<file path="src/rtl/pipeline_hazard_ctrl_pkg.sv">
// Shared definitions for the pipeline hazard controller.
// Opcode map of the 16-bit ISA, register-index width, pending-counter reload
// value and a helper that turns a register index into a one-hot mask with
// register 0 excluded.
package pipeline_hazard_ctrl_pkg;

  localparam int unsigned REG_W    = 2;
  localparam int unsigned NUM_REGS = 1 << REG_W;
  localparam int unsigned PEND_W   = 2;
  localparam int unsigned CNT_W    = 16;

  // Cycles a freshly issued producer blocks its readers.
  localparam logic [PEND_W-1:0] PEND_INIT = 2'd3;

  typedef enum logic [3:0] {
    OP_ADD  = 4'd0,
    OP_SUB  = 4'd1,
    OP_AND  = 4'd2,
    OP_OR   = 4'd3,
    OP_NOR  = 4'd4,
    OP_SLT  = 4'd5,
    OP_SLL  = 4'd6,
    OP_ADDI = 4'd7,
    OP_LW   = 4'd8,
    OP_SW   = 4'd9,
    OP_BEQ  = 4'd10,
    OP_BNE  = 4'd11
  } opcode_e;

  typedef logic [NUM_REGS-1:0] reg_mask_t;

  // Register 0 is hard-wired, so it never appears in a hazard mask.
  function automatic reg_mask_t reg_onehot(input logic [REG_W-1:0] idx);
    reg_mask_t m;
    m = '0;
    if (idx != '0) m[idx] = 1'b1;
    return m;
  endfunction

endpackage

</file>
<file path="src/rtl/pipeline_hazard_ctrl_hazard_decode.sv">
// hazard_decode: purely combinational register-usage decoder.
// Ports:
//   i_ir      - instruction word
//   o_rd_mask - one-hot set of registers the instruction reads (bit 0 never set)
//   o_wr_mask - one-hot set of registers the instruction writes (bit 0 never set)
//   o_valid   - opcode is one of the defined register-using instructions
module hazard_decode (
  input  logic [15:0] i_ir,
  output logic [3:0]  o_rd_mask,
  output logic [3:0]  o_wr_mask,
  output logic        o_valid
);
  import pipeline_hazard_ctrl_pkg::*;

  reg_mask_t w_rs;
  reg_mask_t w_rt;
  reg_mask_t w_rd;
  logic      w_unused_imm;

  assign w_rs = reg_onehot(i_ir[11:10]);
  assign w_rt = reg_onehot(i_ir[9:8]);
  assign w_rd = reg_onehot(i_ir[7:6]);

  // Low bits are immediate/function fields with no register meaning.
  assign w_unused_imm = ^i_ir[5:0];

  always_comb begin
    o_rd_mask = '0;
    o_wr_mask = '0;
    o_valid   = 1'b1;
    case (i_ir[15:12])
      OP_ADD, OP_SUB, OP_AND, OP_OR, OP_NOR, OP_SLT, OP_SLL: begin
        o_rd_mask = w_rs | w_rt;
        o_wr_mask = w_rd;
      end
      OP_ADDI, OP_LW: begin
        o_rd_mask = w_rs;
        o_wr_mask = w_rt;
      end
      OP_SW, OP_BEQ, OP_BNE: begin
        o_rd_mask = w_rs | w_rt;
      end
      default: o_valid = 1'b0;
    endcase
  end

endmodule

</file>
<file path="src/rtl/pipeline_hazard_ctrl.sv">
// pipeline_hazard_ctrl: RAW-hazard stall and branch-flush controller for a
// 5-stage pipeline whose registers update on the falling clock edge.
// Ports:
//   clock        - single clock, state changes on the falling edge
//   reset_n      - synchronous active-low reset
//   id_ir        - instruction in IFID
//   id_valid     - id_ir holds a real instruction
//   branch_taken - branch in EXMEM resolves taken this cycle
//   stall        - hold PC/IFID, bubble into IDEX
//   flush_ifid   - zero IFID on the next edge
//   flush_idex   - zero IDEX control on the next edge
//   flush_ex     - zero EXMEM control on the next edge
//   issue        - ID instruction advances to IDEX on this edge
//   stall_cycles - saturating count of stalled cycles
//   flush_events - saturating count of taken-branch cycles
module pipeline_hazard_ctrl (
  input  logic        clock,
  input  logic        reset_n,
  input  logic [15:0] id_ir,
  input  logic        id_valid,
  input  logic        branch_taken,
  output logic        stall,
  output logic        flush_ifid,
  output logic        flush_idex,
  output logic        flush_ex,
  output logic        issue,
  output logic [15:0] stall_cycles,
  output logic [15:0] flush_events
);
  import pipeline_hazard_ctrl_pkg::*;

  reg_mask_t                          w_dec_rd;
  reg_mask_t                          w_dec_wr;
  logic                               w_dec_valid;
  logic                               w_id_live;
  reg_mask_t                          w_src_mask;
  reg_mask_t                          w_dst_mask;
  logic                               w_src_busy;
  logic                               w_stall;
  logic                               w_issue;
  logic                               w_flush;

  logic [NUM_REGS-1:0][PEND_W-1:0]    r_pend;
  logic [CNT_W-1:0]                   r_stall_cycles;
  logic [CNT_W-1:0]                   r_flush_events;

  hazard_decode u_decode (
    .i_ir      (id_ir),
    .o_rd_mask (w_dec_rd),
    .o_wr_mask (w_dec_wr),
    .o_valid   (w_dec_valid)
  );

  assign w_id_live  = id_valid & w_dec_valid;
  assign w_src_mask = w_dec_rd & {NUM_REGS{w_id_live}};
  assign w_dst_mask = w_dec_wr & {NUM_REGS{w_id_live}};

  always_comb begin
    w_src_busy = 1'b0;
    for (int unsigned i = 0; i < NUM_REGS; i++) begin
      if (w_src_mask[i] && (r_pend[i] != '0)) w_src_busy = 1'b1;
    end
  end

  // reset_n gates every control output so the pipeline sees no stall/flush/issue
  // while held in reset.
  assign w_flush = reset_n & branch_taken;
  assign w_stall = reset_n & id_valid & ~branch_taken & w_src_busy;
  assign w_issue = reset_n & id_valid & ~branch_taken & ~w_stall;

  always_ff @(negedge clock) begin
    if (!reset_n) begin
      r_pend         <= '0;
      r_stall_cycles <= '0;
      r_flush_events <= '0;
    end else begin
      r_pend[0] <= '0;
      for (int unsigned i = 1; i < NUM_REGS; i++) begin
        // A count of PEND_INIT means the producer issued last cycle and now
        // sits in IDEX, which the taken branch is squashing.
        if (branch_taken && (r_pend[i] == PEND_INIT)) begin
          r_pend[i] <= '0;
        end else if (w_issue && w_dst_mask[i]) begin
          r_pend[i] <= PEND_INIT;
        end else if (r_pend[i] != '0) begin
          r_pend[i] <= r_pend[i] - 2'd1;
        end
      end
      if (w_stall && (r_stall_cycles != '1)) begin
        r_stall_cycles <= r_stall_cycles + 16'd1;
      end
      if (branch_taken && (r_flush_events != '1)) begin
        r_flush_events <= r_flush_events + 16'd1;
      end
    end
  end

  assign stall        = w_stall;
  assign issue        = w_issue;
  assign flush_ifid   = w_flush;
  assign flush_idex   = w_flush;
  assign flush_ex     = w_flush;
  assign stall_cycles = r_stall_cycles;
  assign flush_events = r_flush_events;

endmodule
</file>
<file path="config.mk">
export PLATFORM = sky130hd
export DESIGN_NAME = pipeline_hazard_ctrl
export DESIGN_NICKNAME = d
export VERILOG_FILES = /design/src/rtl/pipeline_hazard_ctrl_pkg.sv /design/src/rtl/pipeline_hazard_ctrl_hazard_decode.sv /design/src/rtl/pipeline_hazard_ctrl.sv
export SDC_FILE = /design/constraint.sdc
export NUM_CORES = 1
export LEC_CHECK = 0
export BUFFER_PORTS_ARGS = -buffer_cell sky130_fd_sc_hd__buf_2
export CORE_MARGIN = 2
export CORE_UTILIZATION = 57
export DETAILED_ROUTE_END_ITERATION = 8
export GPL_ROUTABILITY_DRIVEN = 0
export HOLD_SLACK_MARGIN = 0.1
export PLACE_DENSITY = 0.85
export SYNTH_ARGS = -nofsm -noshare
export SYNTH_HDL_FRONTEND = slang
export SYNTH_HIERARCHICAL = 1
export SYNTH_SLANG_ARGS = --single-unit
export TNS_END_PERCENT = 10
</file>
<file path="constraint.sdc">
create_clock -name clock -period 3.3 [get_ports clock]
set_clock_uncertainty 0.15 [all_clocks]
set_input_delay 0.33 -clock clock [delete_from_list [all_inputs] [get_ports clock]]
set_output_delay 0.33 -clock clock [all_outputs]
set_load 0.005 [all_outputs]
</file>
---- Word-level counts from Yosys, hierarchy flattened ----
Cells that the tools add are included.
storage, ports and cells
  bits in latches ......................... 0
  memories kept ........................... 0
  RAM bits ................................ 0
  logic and storage cells ................. 100
  flip-flop bits (word level) ............. 40
  ROM bits ................................ 0
operators by class
  equal/unequal tests ..................... 16
  reductions and logical operators ........ 33
  bitwise gates (word level) .............. 12
  multipliers ............................. 0
  shift operators ......................... 0
  muxes and demuxes ....................... 22
  divide/modulo/power cells ............... 0
  $add $sub $neg .......................... 5
  magnitude comparators ................... 6
operators by type and width
  cell                   number
  $add 16x1->16 const B  2
  $ne 16x16->1 const B   2
  $reduce_bool 2->1      10
  $eq 4x3->1 const B     4
  $eq 4x4->1 const B     4
  $pmux 4 s2             2
  $logic_and 1x1->1      15
  $mux 2                 6
  $mux 4                 3
  $reduce_or 12->1       1
  $reduce_or 10->1       1
  $lt 2x3->1 const B     3
  $and 4x4->4            2
  $eq 4x2->1 const B     2
  $mux 1                 8
  $reduce_or 2->1        4
  $reduce_or 7->1        1
  $and 1x1->1            6
  $demux 1 s2            3
  $eq 2x2->1 const B     3
  $ge 2x1->1 const B     3
  $sub 2x1->2 const B    3
  $eq 4x1->1 const B     1
  $logic_not 4->1        1
  2 further kinds        4

---- Longest topological paths before layout ----
Gate-level depths: netlist of run 1.
  depth after elaboration ................. 18
  depth in mapped cells ................... 9

---- Cells and area by module ----
Netlist of run 1, hierarchy kept.
by module, submodules not included
  module                cells each  area each (sq um)  times used
  pipeline_hazard_ctrl  250         2094.5             1
  hazard_decode         26          147.6              1

==> results.ini, run 1 <==
[status]
status = complete, but fails checks
violations = setup timing

[sta]
worst_slack_ns = -0.482
finalSetupViolCount = 18
maxSlewHeadroom_pct = 46.2
worst_slew_pin_slew_ns = 0.801
fin_tns_setup_ns = -5.72
hold_viol = 0
rsz0062_at_grt = true
maxSlewViolCount = 0

[detailed_routing]
drtIter0Drc = 243
dr.pass1.iters = 4
wirelength_mm = 7.03
wl_per_cell_um = 16.2
ant_nets = 0
vias = 2645
vias_per_cell = 6.08
drc_errors = 0

[floorplanning]
die_h_um = 66.5
dieArea_mm2 = 0.00442
core_area_mm2 = 0.00372
num_rows = 22
ioPinCount = 57
initial_utilization_pct = 59.8
die_w_um = 66.5

[placed_design]
portBuffers = 50
dp_cells = 385
pre_cts_slack_ns = -0.580
place_hpwl_mm = 3.90
postPlaceCellArea_mm2 = 0.00268

[global_route]
grt_max_degree = 32
grt_pass1_wl_mm = 10.1
grt_pass1_vias = 2386
antenna_found_initial = 0
grt_overflow_total = 0
grt_usage_pct = 29.3

[final_layout]
nNetsFinal = 414
synthToLayoutAreaGrowth_pct = 41.9
n_antenna_cell = 0
final_cells = 435
final_layout_size_suffix_gt1_share_pct = 34.1
n_fill_cell = 210
fin_area_mm2 = 0.00315

[worst_setup_path]
r2r_slack_ns = 0.78
worst_r2r_endpoint = stall_cycles[8]$_SDFFE_NN0P_
r2r-start = stall_cycles[0]$_SDFFE_NN0P_
critPathLaunchType = flop
cp-end-kind = primary output
crit_required_ns = 2.82
crit_fanout = 2
criticalPathCategory = flop to primary output
crit_arrival_ns = 3.30
reg2reg_depth = 6

[hold_path]
hold_path.class = flop to flop
min_delay_path_depth = 2
min_to = flush_events[9]$_SDFFE_NN0P_
holdCritStartpoint = flush_events[9]$_SDFFE_NN0P_

[clock_tree]
clock_latency_ns = 0.38
clockRootBuffer = clkbuf_8
cts_tree = built
h-tree-depth = 2
cts_sinks = 38
cts.path.max_buffers = 2
clk_pin_slew_ns = 0.04
numCtsBuffers = 5

[power]
power_w = 0.00151
vdd_ir_drop_max_uv = 327
p_leak_nw = 1.40
p_per_area_mw_per_mm2 = 479

[logic_synthesis]
netlist_instances = 273
synth.net_count = 301
yosys_warnings = 6
avgSynthCellArea_um2 = 8.14
netlist_area_mm2 = 0.00222

[job]
drv_cap = 0

registers in the layout, indices dropped and copies added, names as in the netlist:
signal / count
flush_events: 16
r_pend: 6
stall_cycles: 16
cells in the final DEF (no fill, tap or decap), types with 4 or more instances in the layout:
cell       n
buf_4     27
nor2_1     4
or4_1     10
inv_2      6
ha_1       5
nand2_1   39
dfxtp_1   32
mux2i_1   13
nand4_1    6
o21ai_0    7
nand3_1   18
inv_1     46
a21oi_1   22
buf_2     49
clkbuf_8   5
nand2b_1   8
dfxtp_2    6
a31oi_1    4
o31ai_1   10
nor4_2     8
worst max-delay path: stages (launching register included):
cell and delay (ns):
dfxtp_2 0.33, inv_2 0.06, ha_4 0.16, nand2b_4 0.15, a31o_4 0.25, buf_6 0.12, inv_4 0.05, buf_6 0.08
buf_6 0.08
layout make-up:
class / count / area [um2] / area share (%)
timing repair buffer: 79 / 482 / 15.3
clock buffer: 5 / 68.8 / 2.18
clock inverter: 41 / 186 / 5.91
multi-input combinational: 208 / 1530 / 48.4
tap: 48 / 60.1 / 1.90
sequential: 38 / 768 / 24.4
inverter: 16 / 62.6 / 1.98
metal layers:
metal  track usage [%]  vias to the layer above  share of wire [%]
li1                  -                     1247                  -
met1              34.5                     1229                 39
met2              47.1                      144                 50
met3              9.97                       25                8.5
met4              15.1                        0                2.3
met5                 0                        -                  0
stage by stage:
step	hold WS, ns	util, %
after floorplan	0.320	-
after global placement	0.318	72.1
after detailed placement	0.345	72.1
after CTS	0.347	82.0
after global routing	0.387	84.9
final	0.353	84.9
worst max path at each step:
stage | start | endpoint | cells after the start
after floorplan | id_ir[12] | stall_cycles[5]$_SDFFE_NN0P_ | 8
after global placement | id_ir[12] | stall_cycles[5]$_SDFFE_NN0P_ | 8
after detailed placement | id_ir[12] | stall_cycles[10]$_SDFFE_NN0P_ | 8
after CTS | r_pend[5]$_SDFFE_NP0P_ | stall | 8
after global routing | r_pend[7]$_SDFFE_NP0P_ | stall | 8
final | r_pend[7]$_SDFFE_NP0P_ | stall | 8
power breakdown:
part           leakage (nW)  switching [W]  total, W  internal (W)
registers             0.310      0.0000234  0.000519      0.000496
logic                 0.832       0.000170  0.000382      0.000212
clock network         0.257       0.000325  0.000611      0.000286
total                  1.40       0.000519   0.00151      0.000993
timing repair:
item / in CTS / in global routing
hold buffers: 0 / 0
setup buffers: 2 / 3
gates resized for setup: 28 / 15
pin swaps: 5 / 4
endpoints found under the setup margin: 18 / 24
Note: power is estimated with default switching activity, not from simulation.
==> run 2: changes to the inputs <==
Settings changed: ABC_AREA from default to 1, CORE_UTILIZATION 57 to 59, PLACE_DENSITY 0.85 to 0.86.
==> run 2 against run 1 <==
The flow still finishes with violations (setup timing). Non-clock buffer count fell by 6. Critical path depth did not move. Highest routed layer unchanged. Combinational power rose by 22%. Register-to-register slack improved by 0.52 ns. Synthesized area rose by 16%. Sequential power rose by 2%.
==> results.ini, run 2 <==
[worst_setup_path]
critPathLaunchType = flop  ; unchanged
cp-end-kind = primary output  ; unchanged
r2r_slack_ns = 1.30  ; was 0.78 ns
crit_fanout = 2  ; unchanged
criticalPathCategory = flop to primary output  ; unchanged
crit_required_ns = 2.82  ; about the same
crit_arrival_ns = 3.11  ; was 3.30 ns

[power]
switchingPower_w = 0.000535  ; was 0.000519 W
p_per_area_mw_per_mm2 = 465  ; was 479 mW/mm2
p_seq_share_pct = 34.0  ; was 34.3%
p_comb_share_pct = 29.9  ; was 25.2%
power_w = 0.00156  ; was 0.00151 W
pwr-share-clk_pct = 36.2  ; was 40.4%
vdd_ir_drop_max_uv = 431  ; was 327 uV
p_int_w = 0.00102  ; was 0.000993 W
p_leak_nw = 1.67  ; was 1.40 nW
p_sw_share_pct = 34.3  ; about the same

[floorplanning]
die_w_um = 70.2  ; was 66.5 um
num_rows = 24  ; was 22
dieArea_mm2 = 0.00492  ; was 0.00442 mm2
core_area_mm2 = 0.00429  ; was 0.00372 mm2
die_h_um = 70.2  ; was 66.5 um
initial_utilization_pct = 60.2  ; was 59.8%
ioPinCount = 57  ; unchanged

[clock_tree]
cts_tree = built  ; unchanged
cts.path.max_buffers = 2  ; unchanged
cts_hold_buffers = 0  ; unchanged
cts_sinks = 38  ; unchanged
clk_pin_slew_ns = 0.05  ; was 0.04 ns
h-tree-depth = 2  ; unchanged
clock_latency_ns = 0.37  ; was 0.38 ns
numCtsBuffers = 5  ; unchanged
clockRootBuffer = clkbuf_8  ; unchanged

[sta]
worst_slack_ns = -0.293  ; was -0.482 ns
maxSlewHeadroom_pct = 66.7  ; was 46.2%
hold_viol = 0  ; unchanged
rsz0062_at_grt = true  ; unchanged
worst_slew_pin_slew_ns = 0.500  ; was 0.801 ns
maxSlewViolCount = 0  ; unchanged
finalSetupViolCount = 2  ; was 18

[logic_synthesis]
synth.net_count = 449  ; was 301
yosys_warnings = 6  ; unchanged
netlist_area_mm2 = 0.00258  ; was 0.00222 mm2
avgSynthCellArea_um2 = 6.14  ; was 8.14 um2
netlist_instances = 421  ; was 273

[final_layout]
final_layout_size_suffix_gt1_share_pct = 24.3  ; was 34.1%
final_common_cell = nand2_1  ; was buf_2
most-common-layout-cells = nand2_1, inv_1, nor2_1  ; was buf_2, inv_1, nand2_1
nNetsFinal = 557  ; was 414
multi_input_area_mm2 = 0.00164  ; was 0.00153 mm2
n_fill_cell = 319  ; was 210
seq_area_um2 = 768  ; unchanged
synthToLayoutAreaGrowth_pct = 29.8  ; was 41.9%
n_antenna_cell = 0  ; unchanged

[hold_path]
hold_path.class = flop to flop  ; unchanged

[placed_design]
portBuffers = 50  ; unchanged
place_hpwl_mm = 4.40  ; was 3.90 mm
pre_cts_slack_ns = -0.237  ; was -0.580 ns

[global_route]
antenna_found_initial = 0  ; unchanged
grt_usage_pct = 26.5  ; was 29.3%
grt_overflow_total = 0  ; unchanged
grt_pass1_wl_mm = 10.7  ; was 10.1 mm
grt_pass1_vias = 2755  ; was 2386
grt_max_degree = 24  ; was 32

[detailed_routing]
ant_nets = 0  ; unchanged
wl_per_cell_um = 10.9  ; was 16.2 um
vias = 2945  ; was 2645
dr.pass1.iters = 4  ; unchanged
drtIter0Drc = 273  ; was 243
wirelength_mm = 6.34  ; was 7.03 mm
vias_per_cell = 5.06  ; was 6.08
drc_errors = 0  ; unchanged

[status]
violations = setup timing  ; unchanged
status = complete, but fails checks  ; unchanged

[job]
drv_cap = 0  ; unchanged

==> run 2: final timing paths <==
kind,start,to,cells after the start
min reg2reg,flush_events[14]$_SDFFE_NN0P_,flush_events[14]$_SDFFE_NN0P_,2
max reg2reg,stall_cycles[0]$_SDFFE_NN0P_,stall_cycles[0]$_SDFFE_NN0P_,9
min,flush_events[14]$_SDFFE_NN0P_,flush_events[14]$_SDFFE_NN0P_,2
max,r_pend[7]$_SDFFE_NP0P_,issue,8
==> run 2: timing repair <==
action / CTS / global route
gates resized for setup: 31 / 0
endpoints found under the setup margin: 2 / 7
buffers inserted: 1 / 1
pin swaps: 8 / 4
==> run 2: power by group through the flow <==
stage / clock (W) / combinational (W) / sequential [W]
after global routing: 0.000618 / 0.000523 / 0.000532
after global placement: 0.0000721 / 0.000336 / 0.000520
after detailed placement: 0.0000721 / 0.000355 / 0.000523
after CTS: 0.000576 / 0.000440 / 0.000528
final: 0.000564 / 0.000466 / 0.000529
after floorplan: 0.0000721 / 0.000195 / 0.000528
==> run 2: metal layers <==
layer / routed length, um / track usage (%)
met1: 2810 / 29.5
met2: 3120 / 45.6
met3: 310 / 7.36
met4: 98 / 14.5
met5: 0 / 0
==> run 2: critical path, stage by stage, from the launching register on <==
cell      delay [ns]
dfxtp_2         0.32
inv_2           0.07
ha_4            0.14
inv_2           0.03
nand2_2         0.06
nand3_4         0.08
buf_6           0.13
a21boi_4        0.12
buf_2           0.13
==> run 2: final cells by class <==
type | count | area share [%]
Tap cell | 52 | 1.94
Sequential cell | 38 | 22.9
Multi-Input combinational cell | 324 | 48.9
Timing Repair Buffer | 73 | 13.3
Clock inverter | 41 | 5.41
Inverter | 49 | 5.49
Clock buffer | 5 | 2.05
==> run 2: stage by stage <==
stage	TNS, ns	std cells	hold WS (ns)	util, %	instance area (um2)
2_1_floorplan	0	421	0.316	-	2580
3_3_place_gp	-2.94	535	0.322	69.9	3000
3_5_place_dp	-4.18	535	0.331	69.9	3000
4_1_cts	-0.472	581	0.337	77.9	3350
5_1_grt	-0.666	582	0.394	78.1	3350
6_report	-0.494	582	0.341	78.1	3350
